===== src/rtl/serial_addsub_if.sv =====
// Handshake and operand/result bundle for the bit-serial adder/subtractor.
interface serial_addsub_if #(
  parameter int WIDTH = 8
);
  logic             start;
  logic             mode;
  logic [WIDTH-1:0] a;
  logic [WIDTH-1:0] b;
  logic             busy;
  logic             done;
  logic [WIDTH-1:0] result;
  logic             cout;
  logic             ovf;

  modport master (output start, mode, a, b, input busy, done, result, cout, ovf);
  modport slave  (input start, mode, a, b, output busy, done, result, cout, ovf);
endinterface


===== src/rtl/serial_addsub.sv =====
// Bit-serial add/subtract, LSB first, one full-adder slice (two half adders + OR).
// Subtract is a + ~b + 1, so the carry is preloaded with mode.
module serial_addsub #(
  parameter int WIDTH = 8
) (
  input  logic           clk,
  input  logic           rst,
  serial_addsub_if.slave bus
);
  localparam int CNT_W = (WIDTH > 2) ? $clog2(WIDTH) : 1;

  typedef enum logic [1:0] {IDLE, RUN, DONE} state_t;

  state_t           r_state, w_state_nxt;
  logic [WIDTH-1:0] r_opa, r_opb;
  logic [WIDTH-2:0] r_sum;
  logic             r_carry;
  logic [CNT_W-1:0] r_cnt;
  logic [WIDTH-1:0] r_result;
  logic             r_cout, r_ovf;

  logic             w_accept, w_last;
  logic             w_ha1_s, w_ha1_c, w_ha2_s, w_ha2_c, w_carry_nxt;
  logic [WIDTH-1:0] w_sum_nxt;

  assign w_accept = bus.start && (r_state == IDLE || r_state == DONE);
  assign w_last   = (r_cnt == CNT_W'(WIDTH - 1));

  // Full-adder slice on the current LSBs.
  assign w_ha1_s     = r_opa[0] ^ r_opb[0];
  assign w_ha1_c     = r_opa[0] & r_opb[0];
  assign w_ha2_s     = w_ha1_s ^ r_carry;
  assign w_ha2_c     = w_ha1_s & r_carry;
  assign w_carry_nxt = w_ha1_c | w_ha2_c;
  assign w_sum_nxt   = {w_ha2_s, r_sum};

  always_ff @(posedge clk or posedge rst) begin
    if (rst) r_state <= IDLE;
    else     r_state <= w_state_nxt;
  end

  always_comb begin
    w_state_nxt = r_state;
    case (r_state)
      IDLE:    if (w_accept) w_state_nxt = RUN;
      RUN:     if (w_last)   w_state_nxt = DONE;
      DONE:    w_state_nxt = w_accept ? RUN : IDLE;
      default: w_state_nxt = IDLE;
    endcase
  end

  always_comb begin
    bus.busy = (r_state == RUN);
    bus.done = (r_state == DONE);
  end

  always_ff @(posedge clk or posedge rst) begin
    if (rst) begin
      r_opa    <= '0;
      r_opb    <= '0;
      r_sum    <= '0;
      r_carry  <= 1'b0;
      r_cnt    <= '0;
      r_result <= '0;
      r_cout   <= 1'b0;
      r_ovf    <= 1'b0;
    end else if (w_accept) begin
      r_opa   <= bus.a;
      r_opb   <= bus.mode ? ~bus.b : bus.b;
      r_carry <= bus.mode;
      r_cnt   <= '0;
    end else if (r_state == RUN) begin
      r_opa   <= r_opa >> 1;
      r_opb   <= r_opb >> 1;
      r_sum   <= w_sum_nxt[WIDTH-1:1];
      r_carry <= w_carry_nxt;
      r_cnt   <= r_cnt + 1'b1;
      if (w_last) begin
        // On the MSB slice r_carry is the carry into the MSB.
        r_result <= w_sum_nxt;
        r_cout   <= w_carry_nxt;
        r_ovf    <= r_carry ^ w_carry_nxt;
      end
    end
  end

  assign bus.result = r_result;
  assign bus.cout   = r_cout;
  assign bus.ovf    = r_ovf;
endmodule


===== src/flat_wrapper.sv =====
// flat-port wrapper written by rule: the top's interface ports become plain ports
module serial_addsub_flat 
#(
  parameter int WIDTH = 8
)
  (clk, rst, bus_start, bus_mode, bus_a, bus_b, bus_busy, bus_done, bus_result, bus_cout, bus_ovf);
  serial_addsub_if #(.WIDTH(WIDTH)) bus_i ();
  input  logic clk;
  input  logic rst;
  input wire logic [$bits(bus_i.start)-1:0] bus_start;
  input wire logic [$bits(bus_i.mode)-1:0] bus_mode;
  input wire logic [$bits(bus_i.a)-1:0] bus_a;
  input wire logic [$bits(bus_i.b)-1:0] bus_b;
  output wire logic [$bits(bus_i.busy)-1:0] bus_busy;
  output wire logic [$bits(bus_i.done)-1:0] bus_done;
  output wire logic [$bits(bus_i.result)-1:0] bus_result;
  output wire logic [$bits(bus_i.cout)-1:0] bus_cout;
  output wire logic [$bits(bus_i.ovf)-1:0] bus_ovf;
  assign bus_i.start = bus_start;
  assign bus_i.mode = bus_mode;
  assign bus_i.a = bus_a;
  assign bus_i.b = bus_b;
  assign bus_busy = bus_i.busy;
  assign bus_done = bus_i.done;
  assign bus_result = bus_i.result;
  assign bus_cout = bus_i.cout;
  assign bus_ovf = bus_i.ovf;
  serial_addsub #(.WIDTH(WIDTH)) u_core (.clk(clk), .rst(rst), .bus(bus_i));
endmodule

===== config.mk =====
export PLATFORM = sky130hd
export DESIGN_NAME = serial_addsub_flat
export DESIGN_NICKNAME = d
export VERILOG_FILES = /design/src/rtl/serial_addsub_if.sv /design/src/rtl/serial_addsub.sv /design/src/flat_wrapper.sv
export SDC_FILE = /design/constraint.sdc
export NUM_CORES = 1
export LEC_CHECK = 0
export CAP_MARGIN = 10
export CORE_MARGIN = 3
export CORE_UTILIZATION = 51
export DETAILED_ROUTE_END_ITERATION = 6
export GPL_ROUTABILITY_DRIVEN = 0
export PLACE_DENSITY = 0.87
export REMOVE_ABC_BUFFERS = 1
export SLEW_MARGIN = 0
export SYNTH_ARGS = -nofsm -noshare
export SYNTH_HDL_FRONTEND = slang
export SYNTH_SLANG_ARGS = --single-unit

===== constraint.sdc =====
create_clock -name clk -period 1.7 [get_ports clk]
set_input_delay 0.51 -clock clk [delete_from_list [all_inputs] [get_ports clk]]
set_output_delay 0.51 -clock clk [all_outputs]
set_load 0.02 [all_outputs]

After elaboration in Yosys (flattened, before gate mapping) --
Index checks and enable logic that the tools add are counted.
Word-level totals: flip-flop bits (word level) 39, output and inout port bits 12
Operators by class: add/subtract/negate cells 1, reductions and logical operators 7, bitwise operators 8, equality and inequality tests 5, muxes and demuxes 13
Operators by type and width (count):
- two-way mux 8 bit | 5
- NOT 8 bit | 1
- two-way mux 3 bit | 2
- one-hot mux 2 bit (3 select lines) | 1
- two-way mux 2 bit | 2
- inequality test 2 x 1 -> 1 bit, second input constant | 2
- AND reduction 2 bit | 2
- adder 3 x 1 -> 3 bit, second input constant | 1
- == test 3 bit, second input constant | 1
- two-way mux 1 bit | 3
- AND reduction 3 bit | 1
- bitwise XOR 1 bit | 3
- bitwise AND 1 bit | 2
- == test 2 x 1 -> 1 bit, second input constant | 1
- == test 2 bit, second input constant | 1
- logical NOT 2 bit | 1
- nonzero test 2 bit | 1
- logical AND 1 bit | 1
- logical OR 1 bit | 1
- NOT 1 bit | 1
- bitwise OR 1 bit | 1

Longest topological paths before layout --
Gate-level depths: netlist of the first run.
depth after elaboration 5, mapped depth 6

Least setup slack after synthesis of the first run --
OpenSTA, ideal clock, no wires.
kind register to register, from register u_core.r_cnt[0], to register u_core.r_result[0] (netlist: u_core.bus.result[0]), arrival time 1.342 ns, cell stages (with the launch flop) 6, setup time 0.125 ns, period minus slack after synthesis 1.467 ns, setup slack 0.233 ns, path through dfrtp_1 ha_1 ha_1 nand3b_1 buf_6 mux2_4
Between the ends: longest elaborated chain between the ends 2
Ends and longest elaborated chain:
- start: declaration | RTL line serial_addsub.sv:18 | logic [CNT_W-1:0] r_cnt;
- start signal: assignment | RTL line serial_addsub.sv:77 | r_cnt <= r_cnt + 1'b1;
- == test 3 bit | RTL line serial_addsub.sv:27 | assign w_last = (r_cnt == CNT_W'(WIDTH - 1));
- AND reduction 3 bit (no source line)
- end signal: assignment | RTL line serial_addsub.sv:80 | r_result <= w_sum_nxt;
- end: declaration | RTL line serial_addsub.sv:19 | logic [WIDTH-1:0] r_result;
No other way between the ends. A chain may end at the register's enable or synchronous reset.

Final worst setup path of the first run --
from register u_core.r_state[0], to output bus_done
Between the ends: longest elaborated chain between the ends 1
Ends and longest elaborated chain:
- start: declaration | RTL line serial_addsub.sv:14 | state_t r_state, w_state_nxt;
- start signal: assignment | RTL line serial_addsub.sv:39 | else r_state <= w_state_nxt;
- == test 2 bit | RTL line serial_addsub.sv:54 | bus.done = (r_state == DONE);
- end: declaration | RTL line flat_wrapper.sv:15 | output wire logic [$bits(bus_i.done)-1:0] bus_done;
No other way between the ends.

==> metrics.cfg, run 1 <==
[place]
placed_cell_area_um2 = 2160
pre_cts_slack_ns = -0.132
dp_cells = 235
io_buffer_count = 31
hpwl_um = 2270

[global_route]
antenna_found_initial = 0
grt_pass1_vias = 1238
grt_pass1_wl_um = 5620
grt_max_degree = 40
grt_usage_pct = 17.6
overflow = 0

[power]
seq_power_share_pct = 42.3
switching_share_pct = 38.4
power_frac_comb_pct = 46.2
p_leak_nw = 1.08
total_power_mw = 3.86
p_per_area_nw_per_um2 = 1740
p_switching_mw = 1.48
ir_drop_v = 0.000996
p_clk_share_pct = 11.5
p_int_mw = 2.38

[route]
first_iter_violations = 58
dr.pass1.iters = 4
routed_wl_um = 3200
via_per_inst = 5.20
wire_per_inst_um = 13.1
antenna_left = 0
drc = 0
vias = 1273

[synth]
synthFlopType = dfrtp_1
syn_avg_cell_area_um2 = 11.0
synth_edf_count = 0
synthesis.area_um2 = 1770
synthCells = 161
yosysTopAreaCellShare_pct = 55.1
synth_seq_area_share_pct = 55.1
synth_top_cells_by_area = dfrtp_1 55%, nand2_1 8.7%, mux2_4 5.9%
synth-async-reset-ratio_pct = 100
ys_ff_latch = 39
yosys.area.top_type = dfrtp_1
yosysWarnings = 0
yosysUniqueCellTypes = 30

[worst_setup_path]
cp.required_ns = 1.19
worst-path-buf-inv = 1
crit_arrival_ns = 1.14
cp_slowest_cell = dfrtp_1
critPathLaunchType = flop
crit_family = flip-flops
max_stage_delay_ns = 0.43
cp-end-kind = primary output
worstSetupPathType = flop to primary output
path_cells = and2b_1, buf_6
worst-path-max-fanout = 3

[final_layout]
design_area_um2 = 2220
areaGrowthSynthToFinish_pct = 25.3
nets = 223
drive_above_1_share_pct = 15.9
antenna_cells = 0
final_common_cell = nand2_1
post-route-util_pct = 69.8
final_cell_count_no_fill = 245
layout_common_cells = 41 x nand2_1, 39 x dfrtp_1, 19 x clkdlybuf4s50_1

[clock_network]
cts_tree = done
path_clk_slew_ns = 0.11
root_buffer = clkbuf_4
cts_sinks = 39
numCtsBuffers = 5
clock_latency_ns = 0.34
htree_levels = 2
clock_path_buffers = 2

[timing]
max_freq_ghz = 0.606
fin_tns_setup_ns = 0
fin_crit_ns = 1.65
worstMarginPinSlew_ns = 0.349
whs_ns = 0.485
min_period_over_period_pct = 97.1
skew_ns = 0.00591
setup_ws_ns = 0.0497
setup_viol = 0
finalHoldViolCount = 0
report.final.slew_viol_count = 0
max_slew_margin_pct = 76.7
rsz0062_at_grt = yes

[floorplan]
core_um2 = 3180
die_h_um = 64.9
start_util_pct = 55.7
io_pins = 32
num_rows = 20
die_area_um2 = 4210
die_width_um = 64.9

[job]
cap_violations = 0

[outcome]
status = completed

[min_path]
hp-class = flop to flop

## synthesized netlist by cell type (all sizes together), types with 2 or more instances
| library cell | number |
|---|---|
| mux2 | 9 |
| nor3 | 2 |
| o21ai | 3 |
| nand3 | 6 |
| a22o | 3 |
| xor2 | 6 |
| o22ai | 2 |
| a31oi | 6 |
| nand2b | 2 |
| buf | 11 |
| xnor2 | 3 |
| inv | 3 |
| a22oi | 5 |
| nor2 | 11 |
| nand2 | 41 |
| dfrtp | 39 |
| ha | 2 |
| a221o | 2 |
## flip-flops by register name, indices dropped and copies added, names as in the netlist
signal             flops
u_core.bus.ovf         1
u_core.r_opa           8
u_core.r_cnt           3
u_core.r_opb           8
u_core.r_state         2
u_core.r_sum           7
u_core.bus.result      8
u_core.r_carry         1
u_core.bus.cout        1
## worst reg2reg max path, delay by kind of cell, from the launching register on
kind | cells | cell delay [ns]
fa+ha+maj | 2 | 0.40
buf+inv | 1 | 0.16
flops | 1 | 0.42
mux | 1 | 0.34
simple gates | 1 | 0.14
## metal layers
layer	routed length (um)	global-route usage (%)	vias up
met4	59	6.33	0
li1	-	-	615
met2	1530	27.8	48
met1	1360	22.0	602
met5	0	0	-
met3	255	6.41	8
## area by class of cell
| class | instances | area (um2) |
|---|---|---|
| tap | 44 | 55.1 |
| inverter | 3 | 23.8 |
| sequential | 39 | 976 |
| multi-input combinational | 108 | 689 |
| clock buffer | 7 | 45.0 |
| fill | 246 | 960 |
| timing repair buffer | 43 | 424 |
| clock inverter | 1 | 5.00 |
## worst paths after layout
path                            slack (ns)                               end  depth (start not counted)                          start
worst max-delay path                  0.05                          bus_done                          2  u_core.r_state[0]$_DFFE_PP0P_
worst min-delay path                  0.49       u_core.r_sum[0]$_DFFE_PP0P_                          2    u_core.r_sum[0]$_DFFE_PP0P_
worst max register to register        0.13  u_core.bus.result[7]$_DFFE_PP0P_                          5    u_core.r_cnt[0]$_DFFE_PP0P_
worst min register to register        0.49       u_core.r_sum[0]$_DFFE_PP0P_                          2    u_core.r_sum[0]$_DFFE_PP0P_
max in group asynchronous             1.01       u_core.r_opa[2]$_DFFE_PP0P_                          3                            rst
min in group asynchronous             0.50  u_core.bus.result[2]$_DFFE_PP0P_                          3                            rst
## timing repair
| item | CTS | global route |
|---|---|---|
| setup buffers | 1 | 1 |
| resized for setup | 20 | 3 |
| pin swaps | 0 | 0 |
| setup endpoints to repair | 12 | 2 |
| hold buffers | 0 | 0 |
## power by group through the flow
stage	Clock (mW)	Sequential, mW	Combinational (mW)
6_report	0.444	1.63	1.79
5_1_grt	0.516	1.69	2.00
4_1_cts	0.458	1.64	1.78
3_5_place_dp	0	1.66	1.84
3_3_place_gp	0	1.62	1.78
2_1_floorplan	0	1.73	1.06
## logic make-up (layout without fill, tap and decap cells)
logic type / after synthesis / after routing / share of synthesized area (%)
fa+ha+maj: 3 / 3 / 2.54
compound gates: 22 / 22 / 8.69
flops: 39 / 39 / 55.1
simple gates: 65 / 65 / 15.6
xor+xnor: 9 / 9 / 4.45
mux: 9 / 9 / 7.21
buf+inv: 14 / 54 / 6.36
Note: power is estimated with default switching activity, not from simulation.
==> run 2, diff against run 1 <==
--- a/config.mk
+++ b/config.mk
@@ -11,7 +11,6 @@
 export DETAILED_ROUTE_END_ITERATION = 6
 export GPL_ROUTABILITY_DRIVEN = 0
 export PLACE_DENSITY = 0.87
-export REMOVE_ABC_BUFFERS = 1
 export SLEW_MARGIN = 0
 export SYNTH_ARGS = -nofsm -noshare
 export SYNTH_HDL_FRONTEND = slang
==> metrics.cfg, run 2 (same netlist as run 1, synthesis figures left out) <==
[outcome]
status = completed  ; unchanged

[worst_setup_path]
crit_arrival_ns = 1.14  ; about the same
regToRegStartpoint = u_core.r_cnt[0]$_DFFE_PP0P_  ; unchanged
cp-end-kind = primary output  ; unchanged
worstSetupPathType = flop to primary output  ; unchanged
cp.required_ns = 1.19  ; about the same
crit_path_end = bus_done  ; unchanged
worst-path-max-fanout = 2  ; was 3
reg2regPathDepth = 5  ; unchanged
r2r_end = u_core.bus.cout$_DFFE_PP0P_  ; was u_core.bus.result[7]$_DFFE_PP0P_
reg2reg_setup_slack_ns = 0.15  ; was 0.13 ns
critPathLaunch = u_core.r_state[1]$_DFFE_PP0P_  ; was u_core.r_state[0]$_DFFE_PP0P_
critPathLaunchType = flop  ; unchanged

[route]
first_iter_violations = 69  ; was 58
wl_met1_um = 1380  ; was 1360 um
antenna_left = 0  ; unchanged
via_per_inst = 5.27  ; was 5.20
dr.pass1.iters = 5  ; was 4
drc = 0  ; unchanged
routed_wl_um = 3320  ; was 3200 um
vias = 1296  ; was 1273
highest_layer = met4  ; unchanged
wl_met2_um = 1670  ; was 1530 um
met3_length_um = 222  ; was 255 um
wire_per_inst_um = 13.5  ; was 13.1 um

[power]
total_power_mw = 3.98  ; was 3.86 mW
p_leak_nw = 1.09  ; was 1.08 nW
seq_power_share_pct = 41.1  ; was 42.3%
p_per_area_nw_per_um2 = 1770  ; was 1740 nW/um2
p_clk_share_pct = 13.0  ; was 11.5%
p_int_mw = 2.49  ; was 2.38 mW
p_switching_mw = 1.50  ; was 1.48 mW
power_frac_comb_pct = 45.8  ; was 46.2%
switching_share_pct = 37.5  ; was 38.4%
ir_drop_v = 0.000813  ; was 0.000996 V

[timing]
report.final.slew_viol_count = 0  ; unchanged
max_slew_margin_pct = 80.5  ; was 76.7%
finalHoldViolCount = 0  ; unchanged
skew_ns = 0.00443  ; was 0.00591 ns
fin_crit_ns = 1.65  ; about the same
max_freq_ghz = 0.606  ; about the same
setup_viol = 0  ; unchanged
min_period_over_period_pct = 97.1  ; about the same
whs_ns = 0.491  ; was 0.485 ns
rsz0062_at_grt = yes  ; unchanged
worstMarginPinSlew_ns = 0.292  ; was 0.349 ns

[job]
cap_violations = 0  ; unchanged

[clock_network]
cts_tree = done  ; unchanged
htree_levels = 2  ; unchanged
clock_latency_ns = 0.34  ; about the same
path_clk_slew_ns = 0.10  ; was 0.11 ns
numCtsBuffers = 5  ; unchanged
root_buffer = clkbuf_4  ; unchanged
cts_sinks = 39  ; unchanged
clock_path_buffers = 2  ; unchanged

[global_route]
grt_max_degree = 40  ; unchanged
grt_pass1_wl_um = 5710  ; was 5620 um
antenna_found_initial = 0  ; unchanged
overflow = 0  ; unchanged
grt_usage_pct = 18.1  ; was 17.6%
grt_pass1_vias = 1281  ; was 1238

[min_path]
hp-class = flop to flop  ; unchanged

[place]
hpwl_um = 2430  ; was 2270 um
io_buffer_count = 31  ; unchanged

[final_layout]
final_common_cell = nand2_1  ; unchanged
antenna_cells = 0  ; unchanged
nets = 224  ; was 223
drive_above_1_share_pct = 16.8  ; was 15.9%
areaGrowthSynthToFinish_pct = 27.0  ; was 25.3%
layout_common_cells = 41 x nand2_1, 39 x dfrtp_1, 19 x clkdlybuf4s50_1  ; unchanged

[floorplan]
start_util_pct = 55.7  ; unchanged
die_area_um2 = 4210  ; unchanged
die_width_um = 64.9  ; unchanged
die_h_um = 64.9  ; unchanged
num_rows = 20  ; unchanged
io_pins = 32  ; unchanged
core_um2 = 3180  ; unchanged

[synth]
syn_nets = 184

==> run 2: layout make-up <==
| cell class | count | area (um2) |
|---|---|---|
| Multi-Input combinational cell | 108 | 689 |
| Inverter | 3 | 23.8 |
| Timing Repair Buffer | 44 | 435 |
| Clock buffer | 8 | 68.8 |
| Sequential cell | 39 | 976 |
| Fill cell | 251 | 930 |
| Tap cell | 44 | 55.1 |
==> run 2: power by group through the flow <==
| stage | clock, mW | combinational (mW) | sequential, mW |
|---|---|---|---|
| finish | 0.520 | 1.83 | 1.64 |
| floorplan | 0 | 1.23 | 1.73 |
| global route | 0.599 | 2.03 | 1.69 |
| global placement | 0 | 1.80 | 1.62 |
| CTS | 0.544 | 1.82 | 1.64 |
| detailed placement | 0 | 1.91 | 1.65 |
==> run 2: how the worst min path moves through the flow <==
stage / depth (start not counted) / slack (ns) / startpoint / endpoint
2_1_floorplan: 2 / 0.45 / u_core.r_sum[0]$_DFFE_PP0P_ / u_core.r_sum[0]$_DFFE_PP0P_
3_3_place_gp: 2 / 0.46 / u_core.r_sum[0]$_DFFE_PP0P_ / u_core.r_sum[0]$_DFFE_PP0P_
3_5_place_dp: 2 / 0.48 / u_core.r_sum[0]$_DFFE_PP0P_ / u_core.r_sum[0]$_DFFE_PP0P_
4_1_cts: 2 / 0.50 / u_core.r_sum[0]$_DFFE_PP0P_ / u_core.r_sum[0]$_DFFE_PP0P_
5_1_grt: 3 / 0.51 / rst / u_core.r_sum[0]$_DFFE_PP0P_
6_report: 2 / 0.49 / u_core.r_sum[0]$_DFFE_PP0P_ / u_core.r_sum[0]$_DFFE_PP0P_
==> run 2: routing by layer <==
layer  GRT usage [%]  up-vias
met5               0        -
met4            6.86        0
met3            6.59        5
met2            30.5       48
met1            20.8      626
li1                -      617
==> run 2: repair_timing <==
| item | CTS | global route |
|---|---|---|
| hold endpoints to repair | 0 | 0 |
| gates resized for setup | 20 | 4 |
| buffers inserted | 0 | 1 |
| hold buffers | 0 | 0 |
| endpoints found under the setup margin | 12 | 2 |
==> run 2: per-stage QoR <==
step / cells / TNS, ns / cell area [um2] / util (%) / setup WS, ns
after floorplan: 161 / 0 / 1770 / - / 0.233
after global placement: 237 / -0.151 / 2170 / 68.4 / -0.112
after detailed placement: 237 / -0.426 / 2170 / 68.4 / -0.126
after CTS: 245 / 0 / 2230 / 70.1 / 0.0193
after global routing: 246 / -0.0149 / 2250 / 70.7 / -0.0149
final: 246 / 0 / 2250 / 70.7 / 0.0494
==> run 2: critical path, cell delays in order, from the launching register on <==
cell     delay [ns]
dfrtp_1        0.41
buf_6          0.12
and2b_1        0.15
buf_6          0.13
